**config.mk**
```make
export PLATFORM = sky130hd
export DESIGN_NAME = reservation_station
export DESIGN_NICKNAME = d
export VERILOG_FILES = /design/src/rtl/reservation_station_pkg.sv /design/src/rtl/decode.sv /design/src/rtl/leading_zero_one_cnt.sv /design/src/rtl/reservation_station.sv
export SDC_FILE = /design/constraint.sdc
export NUM_CORES = 1
export LEC_CHECK = 0
export ABC_AREA = 1
export CORE_MARGIN = 4
export CORE_UTILIZATION = 55
export DETAILED_ROUTE_END_ITERATION = 7
export GPL_TIMING_DRIVEN = 1
export PLACE_DENSITY = 0.78
export SYNTH_ARGS = -nofsm -noshare
export SYNTH_HDL_FRONTEND = slang
export SYNTH_SLANG_ARGS = --single-unit
```
**constraint.sdc**
```tcl
create_clock -name clk -period 4.82 [get_ports clk]
set_input_delay 1.205 -clock clk [delete_from_list [all_inputs] [get_ports clk]]
set_output_delay 1.205 -clock clk [all_outputs]
set_load 0.05 [all_outputs]
```
**src/rtl/reservation_station_pkg.sv**
```systemverilog
// Shared types and sizing for the reservation station, extending the scoreboard's register and opcode widths.
package reservation_station_pkg;

    localparam int NUM_REG       = 8;
    localparam int REG_ID_BIT    = $clog2(NUM_REG);
    localparam int OP_BIT        = 4;
    localparam int RS_NUM_ENTRY  = 4;

    typedef struct packed {
        logic [OP_BIT-1:0]     op;
        logic [REG_ID_BIT-1:0] dst;
        logic [REG_ID_BIT-1:0] src0;
        logic [REG_ID_BIT-1:0] src1;
    } rs_entry_t;

    // A source blocks only while its producer is outstanding; register 0 and
    // a source that is the op's own destination never block.
    function automatic logic src_clear(input logic [REG_ID_BIT-1:0] src,
                                       input logic [REG_ID_BIT-1:0] dst,
                                       input logic [NUM_REG-1:0]    write_pending);
        return (src == '0) || !write_pending[src] || (src == dst);
    endfunction

endpackage

```
**src/rtl/decode.sv**
```systemverilog
// Binary-to-one-hot decoder shared across the scoreboard slice.
module decode #(
    parameter int IN_BIT  = 3,
    parameter int OUT_BIT = 1 << IN_BIT
) (
    input  logic [IN_BIT-1:0]  in_i,
    output logic [OUT_BIT-1:0] out_o
);

    always_comb begin
        // NOTE: default every combinational output first so no path can infer a latch.
        out_o       = '0;
        out_o[in_i] = 1'b1;
    end

endmodule

```
**src/rtl/leading_zero_one_cnt.sv**
```systemverilog
// Scans from bit 0 upward: COUNT_ZERO=0 returns the index of the first set bit, COUNT_ZERO=1 the first clear bit.
module leading_zero_one_cnt #(
    parameter int  WIDTH      = 4,
    parameter bit  COUNT_ZERO = 1'b0,
    localparam int CNT_BIT    = (WIDTH > 1) ? $clog2(WIDTH) : 1
) (
    input  logic [WIDTH-1:0]   vec_i,
    output logic [CNT_BIT-1:0] cnt_o,
    output logic               found_o
);

    always_comb begin
        cnt_o   = '0;
        found_o = 1'b0;
        for (int i = WIDTH - 1; i >= 0; i--) begin
            if (vec_i[i] != COUNT_ZERO) begin
                cnt_o   = CNT_BIT'(i);
                found_o = 1'b1;
            end
        end
    end

endmodule

```
**src/rtl/reservation_station.sv**
```systemverilog
// Per-FU reservation station: compacting age queue, oldest-ready select onto the
// scoreboard read port, and a one-entry output register feeding the execute stage.
module reservation_station
    import reservation_station_pkg::*;
#(
    parameter int  NUM_ENTRY = RS_NUM_ENTRY,
    localparam int CNT_BIT   = $clog2(NUM_ENTRY + 1),
    localparam int IDX_BIT   = (NUM_ENTRY > 1) ? $clog2(NUM_ENTRY) : 1
) (
    input  logic                  clk,
    input  logic                  rst_n,
    input  logic                  issue_vld,
    output logic                  issue_rdy,
    input  logic [OP_BIT-1:0]     issue_op,
    input  logic [REG_ID_BIT-1:0] issue_dst,
    input  logic [REG_ID_BIT-1:0] issue_src0,
    input  logic [REG_ID_BIT-1:0] issue_src1,
    output logic                  fu_available,
    input  logic [NUM_REG-1:0]    reg_write_pending,
    output logic [NUM_REG-1:0]    reg_read_pending,
    output logic                  rd_vld,
    input  logic                  rd_rdy,
    output logic [REG_ID_BIT-1:0] rd_reg0,
    output logic [REG_ID_BIT-1:0] rd_reg1,
    output logic [REG_ID_BIT-1:0] rd_wr_nxt,
    output logic                  ex_vld,
    input  logic                  ex_rdy,
    output logic [OP_BIT-1:0]     ex_op,
    output logic [REG_ID_BIT-1:0] ex_dst,
    output logic [CNT_BIT-1:0]    occupancy
);

    rs_entry_t             entry_q [NUM_ENTRY];
    rs_entry_t             entry_d [NUM_ENTRY];
    logic [CNT_BIT-1:0]    occ_q, occ_d;
    logic                  ex_vld_q, ex_vld_d;
    logic [OP_BIT-1:0]     ex_op_q, ex_op_d;
    logic [REG_ID_BIT-1:0] ex_dst_q, ex_dst_d;

    logic [NUM_ENTRY-1:0]  valid, ready;
    logic [NUM_REG-1:0]    src0_oh [NUM_ENTRY];
    logic [NUM_REG-1:0]    src1_oh [NUM_ENTRY];
    logic [IDX_BIT-1:0]    sel_idx;
    logic                  any_ready;
    rs_entry_t             sel_entry;
    logic                  dispatch, insert;
    logic [CNT_BIT-1:0]    tail;

    for (genvar g = 0; g < NUM_ENTRY; g++) begin : g_entry
        assign valid[g] = (occ_q > CNT_BIT'(g));
        assign ready[g] = valid[g]
                        && src_clear(entry_q[g].src0, entry_q[g].dst, reg_write_pending)
                        && src_clear(entry_q[g].src1, entry_q[g].dst, reg_write_pending);

        decode #(.IN_BIT(REG_ID_BIT), .OUT_BIT(NUM_REG)) u_dec_src0 (
            .in_i (entry_q[g].src0),
            .out_o(src0_oh[g])
        );
        decode #(.IN_BIT(REG_ID_BIT), .OUT_BIT(NUM_REG)) u_dec_src1 (
            .in_i (entry_q[g].src1),
            .out_o(src1_oh[g])
        );
    end

    leading_zero_one_cnt #(.WIDTH(NUM_ENTRY), .COUNT_ZERO(1'b0)) u_oldest_ready (
        .vec_i  (ready),
        .cnt_o  (sel_idx),
        .found_o(any_ready)
    );

    // Read pending comes only from stored entries, never from the op being issued.
    always_comb begin
        reg_read_pending = '0;
        for (int i = 0; i < NUM_ENTRY; i++) begin
            if (valid[i]) reg_read_pending = reg_read_pending | src0_oh[i] | src1_oh[i];
        end
        reg_read_pending[0] = 1'b0;
    end

    assign sel_entry    = entry_q[sel_idx];
    assign issue_rdy    = (occ_q != CNT_BIT'(NUM_ENTRY));
    assign fu_available = issue_rdy;
    assign rd_vld       = any_ready && (!ex_vld_q || ex_rdy);
    assign rd_reg0      = rd_vld ? sel_entry.src0 : '0;
    assign rd_reg1      = rd_vld ? sel_entry.src1 : '0;
    assign rd_wr_nxt    = rd_vld ? sel_entry.dst  : '0;
    assign dispatch     = rd_vld && rd_rdy;
    assign insert       = issue_vld && issue_rdy;
    assign tail         = dispatch ? occ_q - CNT_BIT'(1) : occ_q;

    always_comb begin
        for (int i = 0; i < NUM_ENTRY; i++) entry_d[i] = entry_q[i];
        // Close the gap left by the dispatched entry so index order stays age order.
        for (int i = 0; i < NUM_ENTRY - 1; i++) begin
            if (dispatch && IDX_BIT'(i) >= sel_idx) entry_d[i] = entry_q[i+1];
        end
        for (int i = 0; i < NUM_ENTRY; i++) begin
            if (insert && CNT_BIT'(i) == tail) begin
                entry_d[i] = '{op: issue_op, dst: issue_dst, src0: issue_src0, src1: issue_src1};
            end
        end
    end

    always_comb begin
        occ_d    = occ_q;
        ex_vld_d = ex_vld_q;
        ex_op_d  = ex_op_q;
        ex_dst_d = ex_dst_q;
        case ({insert, dispatch})
            2'b10:   occ_d = occ_q + CNT_BIT'(1);
            2'b01:   occ_d = occ_q - CNT_BIT'(1);
            default: occ_d = occ_q;
        endcase
        if (dispatch) begin
            ex_vld_d = 1'b1;
            ex_op_d  = sel_entry.op;
            ex_dst_d = sel_entry.dst;
        end else if (ex_rdy) begin
            ex_vld_d = 1'b0;
        end
    end

    // NOTE: payload storage has no reset; validity comes from occupancy alone.
    always_ff @(posedge clk) begin
        entry_q <= entry_d;
    end

    always_ff @(posedge clk or negedge rst_n) begin
        // NOTE: state registers use non-blocking assignments so every flop samples pre-edge values.
        if (!rst_n) begin
            occ_q    <= '0;
            ex_vld_q <= 1'b0;
            ex_op_q  <= '0;
            ex_dst_q <= '0;
        end else begin
            occ_q    <= occ_d;
            ex_vld_q <= ex_vld_d;
            ex_op_q  <= ex_op_d;
            ex_dst_q <= ex_dst_d;
        end
    end

    assign ex_vld    = ex_vld_q;
    assign ex_op     = ex_op_q;
    assign ex_dst    = ex_dst_q;
    assign occupancy = occ_q;

endmodule

```
==> flow_metrics.tcl <==
set metrics [dict create \
    grt_use_total_pct 30.4 \
    insertedDiodeCount 0 \
    final_common_cell "nand2_1" \
    run_status "completed" \
    yosys_warnings 0 \
    die_h_um 105 \
    stdcell_area_um2 6280 \
    synth_area_um2 5140 \
    r2r_cells 16 \
    hold_ws_ns 0.485 \
    cp-endpoint "rd_reg0[1]" \
    clock_path_buffers 2 \
    overflow 0 \
    row_count 35 \
    period_needed_ns 4.66 \
    die_area_um2 11000 \
    vias 5461 \
    reg2reg_slack_ns 1.21 \
    postPlaceCellArea_um2 5980 \
    cap_violations 0 \
    clock-root-buffer "clkbuf_8" \
    critPathCaptureType "output pin" \
    io_pins 57 \
    min_path_type "reg -> reg" \
    die_w_um 105 \
    initial_core_util_pct 56.2 \
    syn2layout_area_growth_pct 22.1 \
    worstSetupPathType "in -> out" \
    ant_nets 0 \
    drt_drc_violations_left 0 \
    cts_buffers 9 \
    critPathLaunchType "primary input" \
    wl_mm 16.5 \
    final_cell_mix "nand2_1, nand3_1, edfxtp_1" \
    core-area_um2 9150 \
    synthCells 761 \
    cts_tree "yes" \
    clk_latency_ns 0.34 \
    crit_start "reg_write_pending[5]" \
    tightest_slew_ns 0.656 \
    ys_seq_area_share_pct 35.7 \
    htreeDepth 3 \
    drive_gt1_share_pct 14.0 \
    finalCritPeriodShare_pct 96.8 \
    critPathRequiredTime_ns 3.62 \
    cp_max_fo 8 \
    grt_pass1_wl_mm 26.7 \
    r2r_start "occupancy[0]$_DFFE_PN0P_" \
    grt_max_degree 32 \
    skew_ns 0.0183 \
    drtIter0Drc 460 \
    r2r-end "entry_q[19]$_DFFE_PP_" \
    syn_avg_cell_area_um2 6.76 \
    cp_data_arrival_time_ns 3.46 \
    setup_viol 0 \
    port_buffers 55 \
    clkTransAtPathRegs_ns 0.08 \
    max_freq_mhz 214 \
    finalHoldViolCount 0 \
    slew_viol_final 0 \
    num-nets-final 858 \
    ys_types 30 \
    dp_hpwl_mm 12.1 \
    antenna_found_initial 0 \
    slew_headroom_pct 56.0 \
    grt_pass1_vias 5263 \
    clock_sinks 63 \
    routed_via_density 5.80 \
    wl_per_cell_um 17.5 \
    syn_nets 794 \
    gp_congestion 0.951 \
    drt_first_pass_iters 5 \
    synth.ff_latch_count 63 \
]
-- area by class of cell --
type                            count  area, µm²
Clock inverter                      6       38.8
Clock buffer                       10        128
Fill cell                         832       2870
Multi-Input combinational cell    606       2950
Sequential cell                    63       1840
Timing Repair Buffer              102       1030
Inverter                           43        161
Tap cell                          111        139
-- stage by stage --
| stage | TNS, ns | instances | worst slack [ns] | utilization, % |
|---|---|---|---|---|
| 2_1_floorplan | 0 | 761 | 0.0726 | - |
| 3_3_place_gp | -1.46 | 923 | -0.261 | 65.3 |
| 3_5_place_dp | -2.01 | 923 | -0.319 | 65.3 |
| 4_1_cts | 0 | 939 | 0.00544 | 67.6 |
| 5_1_grt | -0.00177 | 941 | -0.00177 | 68.6 |
| 6_report | 0 | 941 | 0.156 | 68.6 |
-- worst max-delay path: stages --
cell	delay, ns
dlygate4sd2_1	0.35
nand2_1	0.12
nand2_1	0.07
nand2_1	0.06
nand2_1	0.05
nand2_1	0.05
nand2_1	0.06
nand2_1	0.12
nor2_4	0.06
nor2_2	0.16
nor2_4	0.07
buf_12	0.12
nand2_4	0.05
nand2_1	0.10
buf_4	0.17
a21oi_1	0.13
o21ai_0	0.13
nor2_1	0.12
buf_4	0.14
buf_12	0.13
-- how the worst min path moves through the flow --
| stage | from | end | depth (start not counted) |
|---|---|---|---|
| floorplan | entry_q[9]$_DFFE_PP_ | entry_q[22]$_DFFE_PP_ | 2 |
| global placement | ex_op[2]$_DFFE_PN0P_ | ex_op[2]$_DFFE_PN0P_ | 2 |
| detailed placement | ex_op[3]$_DFFE_PN0P_ | ex_op[3]$_DFFE_PN0P_ | 2 |
| CTS | ex_op[3]$_DFFE_PN0P_ | ex_op[3]$_DFFE_PN0P_ | 2 |
| global route | ex_dst[1]$_DFFE_PN0P_ | ex_dst[1]$_DFFE_PN0P_ | 2 |
| finish | ex_op[3]$_DFFE_PN0P_ | ex_op[3]$_DFFE_PN0P_ | 2 |
-- timing repair --
| item | 4_1_cts | 5_1_grt |
|---|---|---|
| hold buffers | 0 | 0 |
| cloned | 0 | 1 |
| pin swaps | 2 | 12 |
| buffers inserted | 0 | 1 |
| gates resized for setup | 20 | 28 |
| endpoints found under the setup margin | 9 | 9 |
-- routing by layer --
layer	part of all wire, %	track usage, %
met1	40	38.8
met2	47	50.2
met3	8.7	5.06
met4	4.5	14.4
met5	0	0
-- kinds of logic after synthesis --
kind of cell / share of synthesized area, %
fa+ha+maj: 1.70
xor+xnor: 4.26
flops: 35.7
buf+inv: 9.07
simple gates: 42.8
other cells: 0.0729
compound gates: 6.40
-- registers in the layout, summed over array words and instances (netlist names) --
register,count
occupancy,3
ex_op,4
entry_q,52
ex_dst,3
ex_vld,1
-- cell usage after synthesis --
cell,instances,area [µm²]
a21oi_1,11,55.1
a21oi_2,1,8.76
buf_2,25,125
buf_4,8,60.1
buf_6,8,90.1
clkbuf_1,8,30.0
clkinv_1,1,3.75
conb_1,1,3.75
dfrtp_1,11,275
edfxtp_1,52,1560
ha_1,7,87.6
inv_1,34,128
inv_2,8,30.0
nand2_1,336,1260
nand2_2,2,12.5
nand2_4,4,45.0
nand3_1,70,350
nand3_4,1,17.5
nand4_1,17,106
nor2_1,30,113
nor2_2,2,12.5
nor2_4,3,33.8
nor2_8,1,20.0
nor3_1,46,230
o21ai_0,38,190
o21ai_1,4,20.0
o31ai_1,5,37.5
o32ai_1,2,17.5
xnor2_1,17,149
xor2_1,8,70.1
Power is not shown: default switching activity piles up to over one toggle a cycle in this logic, so the estimate is an artifact.
